`src/rtl/skew_feed_ctrl.sv`:
```
// skew_feed_ctrl: streams cfg_len ifmap vectors from a buffer into the
// per-row skew FIFOs, then shifts in ARRAY_HEIGHT-1 zero vectors so the
// last vector reaches the bottom row.
// Optional feature macro: SKEW_FEED_CTRL_PERF_CNT_EN adds the stall_cycles
// counter output.
module skew_feed_ctrl #(
  parameter int IFMAP_WIDTH  = 16,
  parameter int ARRAY_HEIGHT = 4,
  parameter int LEN_WIDTH    = 16
) (
  input  logic                                clk,
  input  logic                                rst,
  input  logic                                start,
  input  logic [LEN_WIDTH-1:0]                cfg_len,
  input  logic                                stall,
  output logic                                rd_en,
  output logic [LEN_WIDTH-1:0]                rd_addr,
  input  logic [ARRAY_HEIGHT*IFMAP_WIDTH-1:0] rd_data,
  output logic                                fifo_en,
  output logic                                fifo_enq,
  output logic [ARRAY_HEIGHT*IFMAP_WIDTH-1:0] fifo_d,
  output logic                                busy,
`ifdef SKEW_FEED_CTRL_PERF_CNT_EN
  output logic [31:0]                         stall_cycles,
`endif
  output logic                                done
);

  // A single-row array needs no drain phase.
  localparam bit NO_DRAIN = (ARRAY_HEIGHT < 2);
  localparam int DCW      = (ARRAY_HEIGHT > 2) ? $clog2(ARRAY_HEIGHT - 1) : 1;
  localparam logic [DCW-1:0] DRAIN_LAST = (ARRAY_HEIGHT > 1) ? DCW'(ARRAY_HEIGHT - 2) : {DCW{1'b0}};

  typedef enum logic [1:0] {
    ST_IDLE  = 2'd0,
    ST_FEED  = 2'd1,
    ST_DRAIN = 2'd2,
    ST_DONE  = 2'd3
  } state_t;

  state_t               state_q, state_d;
  logic [LEN_WIDTH-1:0] addr_q, addr_d;
  logic [LEN_WIDTH-1:0] len_q, len_d;
  logic                 issued_q, issued_d;   // every read has been issued
  logic                 pend_q, pend_d;       // read data waiting to be enqueued
  logic [DCW-1:0]       dcnt_q, dcnt_d;
  logic                 start_acc_s;

  assign rd_addr = addr_q;

  // State and datapath registers with synchronous reset.
  always_ff @(posedge clk) begin
    if (rst) begin
      state_q  <= ST_IDLE;
      addr_q   <= {LEN_WIDTH{1'b0}};
      len_q    <= {LEN_WIDTH{1'b0}};
      issued_q <= 1'b0;
      pend_q   <= 1'b0;
      dcnt_q   <= {DCW{1'b0}};
    end else begin
      state_q  <= state_d;
      addr_q   <= addr_d;
      len_q    <= len_d;
      issued_q <= issued_d;
      pend_q   <= pend_d;
      dcnt_q   <= dcnt_d;
    end
  end

  // Next-state logic and outputs; a stall freezes every piece of progress.
  always_comb begin
    state_d     = state_q;
    addr_d      = addr_q;
    len_d       = len_q;
    issued_d    = issued_q;
    pend_d      = pend_q;
    dcnt_d      = dcnt_q;
    start_acc_s = 1'b0;
    rd_en       = 1'b0;
    fifo_en     = 1'b0;
    fifo_enq    = 1'b0;
    fifo_d      = {(ARRAY_HEIGHT*IFMAP_WIDTH){1'b0}};
    busy        = 1'b0;
    done        = 1'b0;
    case (state_q)
      ST_IDLE: begin
        if (start) begin
          start_acc_s = 1'b1;
          len_d       = cfg_len;
          addr_d      = {LEN_WIDTH{1'b0}};
          issued_d    = 1'b0;
          pend_d      = 1'b0;
          dcnt_d      = {DCW{1'b0}};
          state_d     = (cfg_len == {LEN_WIDTH{1'b0}}) ? ST_DONE : ST_FEED;
        end else begin
          state_d = ST_IDLE;
        end
      end
      ST_FEED: begin
        busy = 1'b1;
        if (!stall) begin
          if (!issued_q) begin
            rd_en    = 1'b1;
            addr_d   = addr_q + {{(LEN_WIDTH-1){1'b0}}, 1'b1};
            issued_d = (addr_q == (len_q - {{(LEN_WIDTH-1){1'b0}}, 1'b1}));
          end else begin
            rd_en = 1'b0;
          end
          pend_d = !issued_q;
          if (pend_q) begin
            fifo_en  = 1'b1;
            fifo_enq = 1'b1;
            fifo_d   = rd_data;
            // Data pending after the final read is the last vector.
            if (issued_q) begin
              state_d = NO_DRAIN ? ST_DONE : ST_DRAIN;
            end else begin
              state_d = ST_FEED;
            end
          end else begin
            state_d = ST_FEED;
          end
        end else begin
          state_d = ST_FEED;
        end
      end
      ST_DRAIN: begin
        busy = 1'b1;
        if (!stall) begin
          fifo_en = 1'b1;
          if (dcnt_q == DRAIN_LAST) begin
            dcnt_d  = {DCW{1'b0}};
            state_d = ST_DONE;
          end else begin
            dcnt_d  = dcnt_q + {{(DCW-1){1'b0}}, 1'b1};
          end
        end else begin
          state_d = ST_DRAIN;
        end
      end
      ST_DONE: begin
        done    = 1'b1;
        addr_d  = {LEN_WIDTH{1'b0}};
        state_d = ST_IDLE;
      end
      default: begin
        state_d = ST_IDLE;
      end
    endcase
  end

`ifdef SKEW_FEED_CTRL_PERF_CNT_EN
  logic [31:0] stall_cnt_q;
  assign stall_cycles = stall_cnt_q;

  // Saturating count of stalled busy cycles, cleared per accepted start.
  always_ff @(posedge clk) begin
    if (rst) begin
      stall_cnt_q <= 32'd0;
    end else if (start_acc_s) begin
      stall_cnt_q <= 32'd0;
    end else if (busy && stall && (stall_cnt_q != 32'hFFFF_FFFF)) begin
      stall_cnt_q <= stall_cnt_q + 32'd1;
    end else begin
      stall_cnt_q <= stall_cnt_q;
    end
  end
`endif

endmodule

```
`config.mk`:
```
export PLATFORM = sky130hd
export DESIGN_NAME = skew_feed_ctrl
export DESIGN_NICKNAME = d
export VERILOG_FILES = /design/src/rtl/skew_feed_ctrl.sv
export SDC_FILE = /design/constraint.sdc
export NUM_CORES = 1
export LEC_CHECK = 0
export ABC_CLOCK_PERIOD_IN_PS = 2450
export CORE_MARGIN = 4
export CORE_UTILIZATION = 37
export DETAILED_ROUTE_END_ITERATION = 12
export PLACE_DENSITY = 0.82
export SETUP_SLACK_MARGIN = 0.4
export SLEW_MARGIN = 5
export SYNTH_ARGS = -nofsm -noshare
export SYNTH_HDL_FRONTEND = slang
export SYNTH_SLANG_ARGS = --single-unit
```
`constraint.sdc`:
```
create_clock -name clk -period 2.45 [get_ports clk]
set_input_delay 0.3675 -clock clk [delete_from_list [all_inputs] [get_ports clk]]
set_output_delay 0.3675 -clock clk [all_outputs]
set_load 0.01 [all_outputs]
```
==> metrics.yaml, run 1 <==
ys_ff_latch: 38
slew_headroom_pct: 56.03
place_inst: 614
drv_cap: 0
finalHoldViolCount: 0
cp_cell_sequence: "or4_4 > nor4b_4 > xnor2_1 > nand3_1 > or4_4 > o21ai_2"
status: "completed"
holdWs_ns: 0.4924
avgRoutedWirePerCell_um: 16.99
layout.nets: 637
startpoint: "len_q[9]"
grt_pass1_wl_mm: 15.50
drtPass1Iterations: 5
antenna_found_initial: 0
post_route_cells_drive_above_1_share_pct: 30.40
placeableCoreArea_sq_mm: 0.006832
comb_power_share_pct: 27.5
p_sw_share_pct: 27.50
p_leak_nw: 2.141
remaining_drc_errors: 0
cts_max_path_buffers: 2
hpwl_mm: 7.761
final_cell_mix: "clkdlybuf4s50_1, nand2_1, and2_4, buf_6, dfxtp_1"
syn_nets: 447
cpMostUsedCell: "or4_4"
gr-total-overflow: 0
finalWirelength_mm: 10.91
cpPeakStageDelay_ns: 0.57
synth_top_area_share_pct: 28.97
worst_pin_slew_ns: 0.6536
drv_slew: 0
syn_inst: 355
endpoint_kind: "flop"
yosysSeqAreaShare_pct: 28.97
worstSetupPathType: "reg2reg"
rsz0062_at_grt: "true"
max_freq_mhz: 469.9
die_h_um: 92.25
initial_utilization_pct: 38.44
cts_tree: "built"
crit_slowest_cell: "or4_4"
p_sw_mw: 0.4192
synth-async-reset-ratio_pct: 0
synth_flop_cell: "dfxtp_1"
placementRows: 30
layout_commonest_cell: "clkdlybuf4s50_1"
top_usage_layer: "met2"
place.gp.congestion: 0.8747
synth_top_area_cell: "dfxtp_1"
worst_slack_ns: 0.3218
syn_area_per_cell_sq_um: 7.398
clkSinkCount: 38
yosysUniqueCellTypes: 40
vias_per_cell: 5.028
grt_pass1_vias: 3045
cp.required_ns: 2.68
root_buffer: "clkbuf_8"
gr-usage-met3_pct: 6.317
ir_drop_uv: 254.0
syn_to_final_growth_pct: 89.09
stdcell_count: 642
post-place-ws_ns: -0.003598
ant_nets: 0
path_max_fanout: 3
clkPwrFrac_pct: 29.4
worstSetupStartpointType: "flop"
grt_use_total_pct: 22.77
min_from: "len_q[15]"
setup_viol: 0
htree_levels: 2
p_int_mw: 1.105
holdBufCountCts: 0
clock_latency_ns: 0.29
clk_pin_slew_ns: 0.07
period_minus_slack_ns: 2.128
ys_warn_count: 0
die-area_sq_mm: 0.008510
finalCritPeriodShare_pct: 86.87
worstPathArrival_ns: 2.36
yosys-top-cells-area: "dfxtp_1, and2_1, nand2_1, xor2_1, xnor2_1"
vias: 3228
grtUsageMet2_pct: 39.78
min_path_type: "reg2reg"
fin_skew_ns: 0.004226
diodes: 0
reg2reg_from: "len_q[9]"
use_met1_pct: 27.38
p_seq_share_pct: 43.0
port-buffer-count: 168
grt_max_degree: 29
cts_buffers: 5
drt_iter0_markers: 240
die_w_um: 92.25
power_density_mw_per_mm2: 307.0
ios: 169
synth_edf_count: 0
netlist_area_sq_mm: 0.002626
-- cell families after synthesis --
family / count (synthesis) / share of synthesized area, %
simple gates: 198 / 40.50
mux: 2 / 0.7623
fa+ha+maj: 8 / 3.811
xor+xnor: 34 / 11.34
flops: 38 / 28.97
compound gates: 49 / 10.86
buf+inv: 26 / 3.764
-- Yosys cell counts (2+ instances only) --
| cell type | number |
|---|---|
| xor2_1 | 19 |
| nor4_1 | 7 |
| or4_1 | 4 |
| and3_1 | 7 |
| o211ai_1 | 2 |
| nand4_1 | 3 |
| inv_1 | 7 |
| clkbuf_1 | 16 |
| nor2_1 | 32 |
| nor4b_1 | 4 |
| xnor2_1 | 15 |
| nor2b_1 | 3 |
| nand2_1 | 47 |
| nand3_1 | 8 |
| mux2i_1 | 2 |
| o31ai_1 | 2 |
| or3_1 | 3 |
| o21ai_0 | 10 |
| and2_1 | 66 |
| a22oi_1 | 2 |
| and4_1 | 3 |
| nor3_1 | 4 |
| a21oi_1 | 24 |
| ha_1 | 8 |
| dfxtp_1 | 38 |
| buf_1 | 2 |
| nor3b_1 | 3 |
| nand2b_1 | 2 |
-- worst paths after layout --
kind                to  slack [ns]  depth (start not counted)
max           issued_q        0.32                          6
min          len_q[15]        0.49                          2
max reg2reg   issued_q        0.32                          6
min reg2reg  len_q[15]        0.49                          2
-- timing repair --
| action | in CTS | in global routing |
|---|---|---|
| hold endpoints to repair | 0 | 0 |
| setup buffers | 7 | 7 |
| endpoints found under the setup margin | 72 | 73 |
| pin swaps | 9 | 31 |
| resized for setup | 202 | 155 |
| gates cloned | 2 | 4 |
-- power groups by stage --
| stage | Combinational, mW | Sequential [mW] | Clock [mW] |
|---|---|---|---|
| 5_1_grt | 0.454 | 0.658 | 0.482 |
| 2_1_floorplan | 0.184 | 0.665 | 0 |
| 3_3_place_gp | 0.367 | 0.668 | 0 |
| 6_report | 0.420 | 0.656 | 0.449 |
| 4_1_cts | 0.400 | 0.655 | 0.450 |
| 3_5_place_dp | 0.374 | 0.669 | 0 |
-- worst max-delay path: cells and delay by family, from the launching register on --
family / cells / cell delay [ns]
DFF: 1 / 0.33
and+or+nand+nor: 4 / 1.47
AOI/OAI and AO/OA: 1 / 0.11
xor gates and xnor gates: 1 / 0.15
-- through the flow --
stage               power, mW  utilization (%)  area (sq um)    TNS, ns
finish                  1.524            72.69          4966          0
global route            1.594            72.69          4966          0
CTS                     1.504            68.53          4682          0
detailed placement      1.044            65.75          4492  -0.003598
global placement        1.035            65.75          4492          0
floorplan              0.8497                -          2649          0
-- sequential cells by signal (all words and copies together) (netlist names) --
name      count
state_q       2
dcnt_q        2
rd_addr      16
issued_q      1
len_q        16
pend_q        1
-- layer usage --
| metal | wire length [um] | vias to the layer above |
|---|---|---|
| li1 | - | 1576 |
| met1 | 4221 | 1491 |
| met2 | 5586 | 137 |
| met3 | 863 | 24 |
| met4 | 240 | 0 |
| met5 | 0 | - |
-- area by class of cell --
class / count / area [sq um]
Fill cell: 523 / 1866
Sequential cell: 38 / 768.2
Tap cell: 96 / 120.1
Timing Repair Buffer: 202 / 2002
Clock inverter: 1 / 5.005
Inverter: 7 / 28.78
Clock buffer: 7 / 86.33
Multi-Input combinational cell: 291 / 1956
(Power assumes the default switching activity.)
==> run 2: changes to the inputs <==
--- a/config.mk
+++ b/config.mk
@@ -8,6 +8,7 @@
 export ABC_CLOCK_PERIOD_IN_PS = 2450
 export CORE_MARGIN = 4
 export CORE_UTILIZATION = 37
+export CTS_CLUSTER_DIAMETER = 200
 export DETAILED_ROUTE_END_ITERATION = 12
 export PLACE_DENSITY = 0.82
 export SETUP_SLACK_MARGIN = 0.4
==> results of run 2 <==
The final DEF is identical to that of run 1; final timing and power are the same.
==> run 3: changes to the inputs <==
==> constraint.sdc (replaced) <==
create_clock -name clk -period 2.45 [get_ports clk]
set_input_delay 0.3675 -clock clk [delete_from_list [all_inputs] [get_ports clk]]
set_output_delay 0.3675 -clock clk [all_outputs]
set_load 0.05 [all_outputs]
==> metrics.yaml, run 3 (synthesized netlist as in run 1, its figures left out) <==
htree_levels: 2
ios: 169
ant_nets: 0
vias_per_cell: 6.183
fin_total_pwr_mw: 1.675
ir_drop_uv: 519.1
top_layer_used: "met5"
finalHoldViolCount: 0
finalSetupTns_ns: 0
initial_utilization_pct: 38.44
clk_pin_slew_ns: 0.08
grt_pass1_vias: 3964
reg2reg_to: "issued_q"
place.gp.congestion: 0.8584
syn_to_final_growth_pct: 130.2
avgRoutedWirePerCell_um: 27.46
cts_tree: "built"
max_freq_mhz: 421.9
die-area_sq_mm: 0.008510
fin_skew_ns: 0.006552
placementRows: 30
vias: 4013
rsz0062_at_grt: "true"
endpoint_kind: "flop"
diodes: 0
startpoint: "len_q[2]"
worstSetupStartpointType: "flop"
r2r_cells: 7
path_max_fanout: 6
wl_met2_mm: 8.796
holdWs_ns: 0.5459
clkSinkCount: 38
grt_pass1_wl_mm: 22.84
wl_met3_mm: 1.855
grt_max_degree: 24
gr-total-overflow: 0
clock_latency_ns: 0.30
holdBufCountCts: 0
finalWirelength_mm: 17.82
power_density_mw_per_mm2: 277.1
grt_use_total_pct: 34.98
cp.required_ns: 2.69
placeableCoreArea_sq_mm: 0.006832
drt_iter0_markers: 526
die_w_um: 92.25
r2r_slack_ns: 0.08
worstPathArrival_ns: 2.61
drv_cap: 0
cts_max_path_buffers: 2
reg2reg_from: "len_q[2]"
port-buffer-count: 168
cts_buffers: 5
min_path_type: "reg2reg"
post_route_cells_drive_above_1_share_pct: 39.06
worst_pin_slew_ns: 0.6748
finalCritPeriodShare_pct: 96.74
die_h_um: 92.25
root_buffer: "clkbuf_8"
p_leak_nw: 2.514
drt-met1-wl_mm: 5.453
period_minus_slack_ns: 2.370
layout_commonest_cell: "clkdlybuf4s50_1"
drtPass1Iterations: 8
layout.nets: 646
status: "completed"
hpwl_mm: 9.081
worstSetupPathType: "reg2reg"
antenna_found_initial: 1
drv_slew: 0
crit_end: "issued_q"
remaining_drc_errors: 0
setup_viol: 0
slew_headroom_pct: 54.60
final_cell_mix: "clkdlybuf4s50_1, buf_12, and2_4"
run 3: changes by cell type in the layout (fill, tap and decap cells not counted), sizes merged:
| cell | before | now |
|---|---|---|
| buf | 76 | 108 |
| clkbuf | 31 | 9 |
| clkdlybuf4s50 | 99 | 93 |
| dlymetal6s2s | 1 | 5 |
| clkinv | 1 | 0 |
run 3: area by class of cell:
type	count	area, sq um
timing repair buffer	211	2959
tap	96	120.1
multi-input combinational	291	2073
fill	277	787.0
inverter	7	28.78
clock buffer	6	82.58
sequential	38	780.7
run 3: routing by layer:
metal	up-vias	global-route usage [%]
li1	1585	-
met1	1850	36.30
met2	399	62.90
met3	177	10.09
met4	2	19.18
met5	-	0
run 3: report_power, final:
group | internal [mW] | switching [mW] | total [mW]
combinational | 0.284 | 0.272 | 0.556
clock | 0.217 | 0.235 | 0.453
sequential | 0.634 | 0.0314 | 0.666
total | 1.14 | 0.539 | 1.67
run 3: repair_timing:
action / in CTS / in global routing
buffers inserted: 15 / 10
resized for setup: 44 / 44
pin swaps: 27 / 50
endpoints found under the hold margin: 0 / 0
cloned: 7 / 2
endpoints found under the setup margin: 72 / 86
run 3: metrics by stage:
step                      cell area (sq um)  instances  setup WS [ns]  util (%)
final                                  6045        649        0.07981     88.48
after global routing                   6045        649        0.08625     88.48
after CTS                              5802        637         0.2893     84.93
after detailed placement               5283        609         0.1549     77.33
after global placement                 5283        609         0.2484     77.33
after floorplan                        2795        355         0.4076         -
run 3: worst max-delay path, stage by stage (launching register included):
cell,delay [ns]
dfxtp_2,0.36
or4_4,0.62
buf_6,0.16
nor4b_4,0.22
xnor2_1,0.17
nand3_1,0.13
or4_1,0.50
o21ai_1,0.13
run 3: worst min path at each step:
stage / from / to / slack [ns] / depth (start not counted)
after global placement: len_q[5] / len_q[5] / 0.46 / 2
after CTS: len_q[15] / len_q[15] / 0.49 / 2
final: len_q[15] / len_q[15] / 0.55 / 2
after detailed placement: len_q[5] / len_q[5] / 0.48 / 2
after floorplan: rst / len_q[0] / 0.44 / 1
after global routing: len_q[15] / len_q[15] / 0.54 / 2
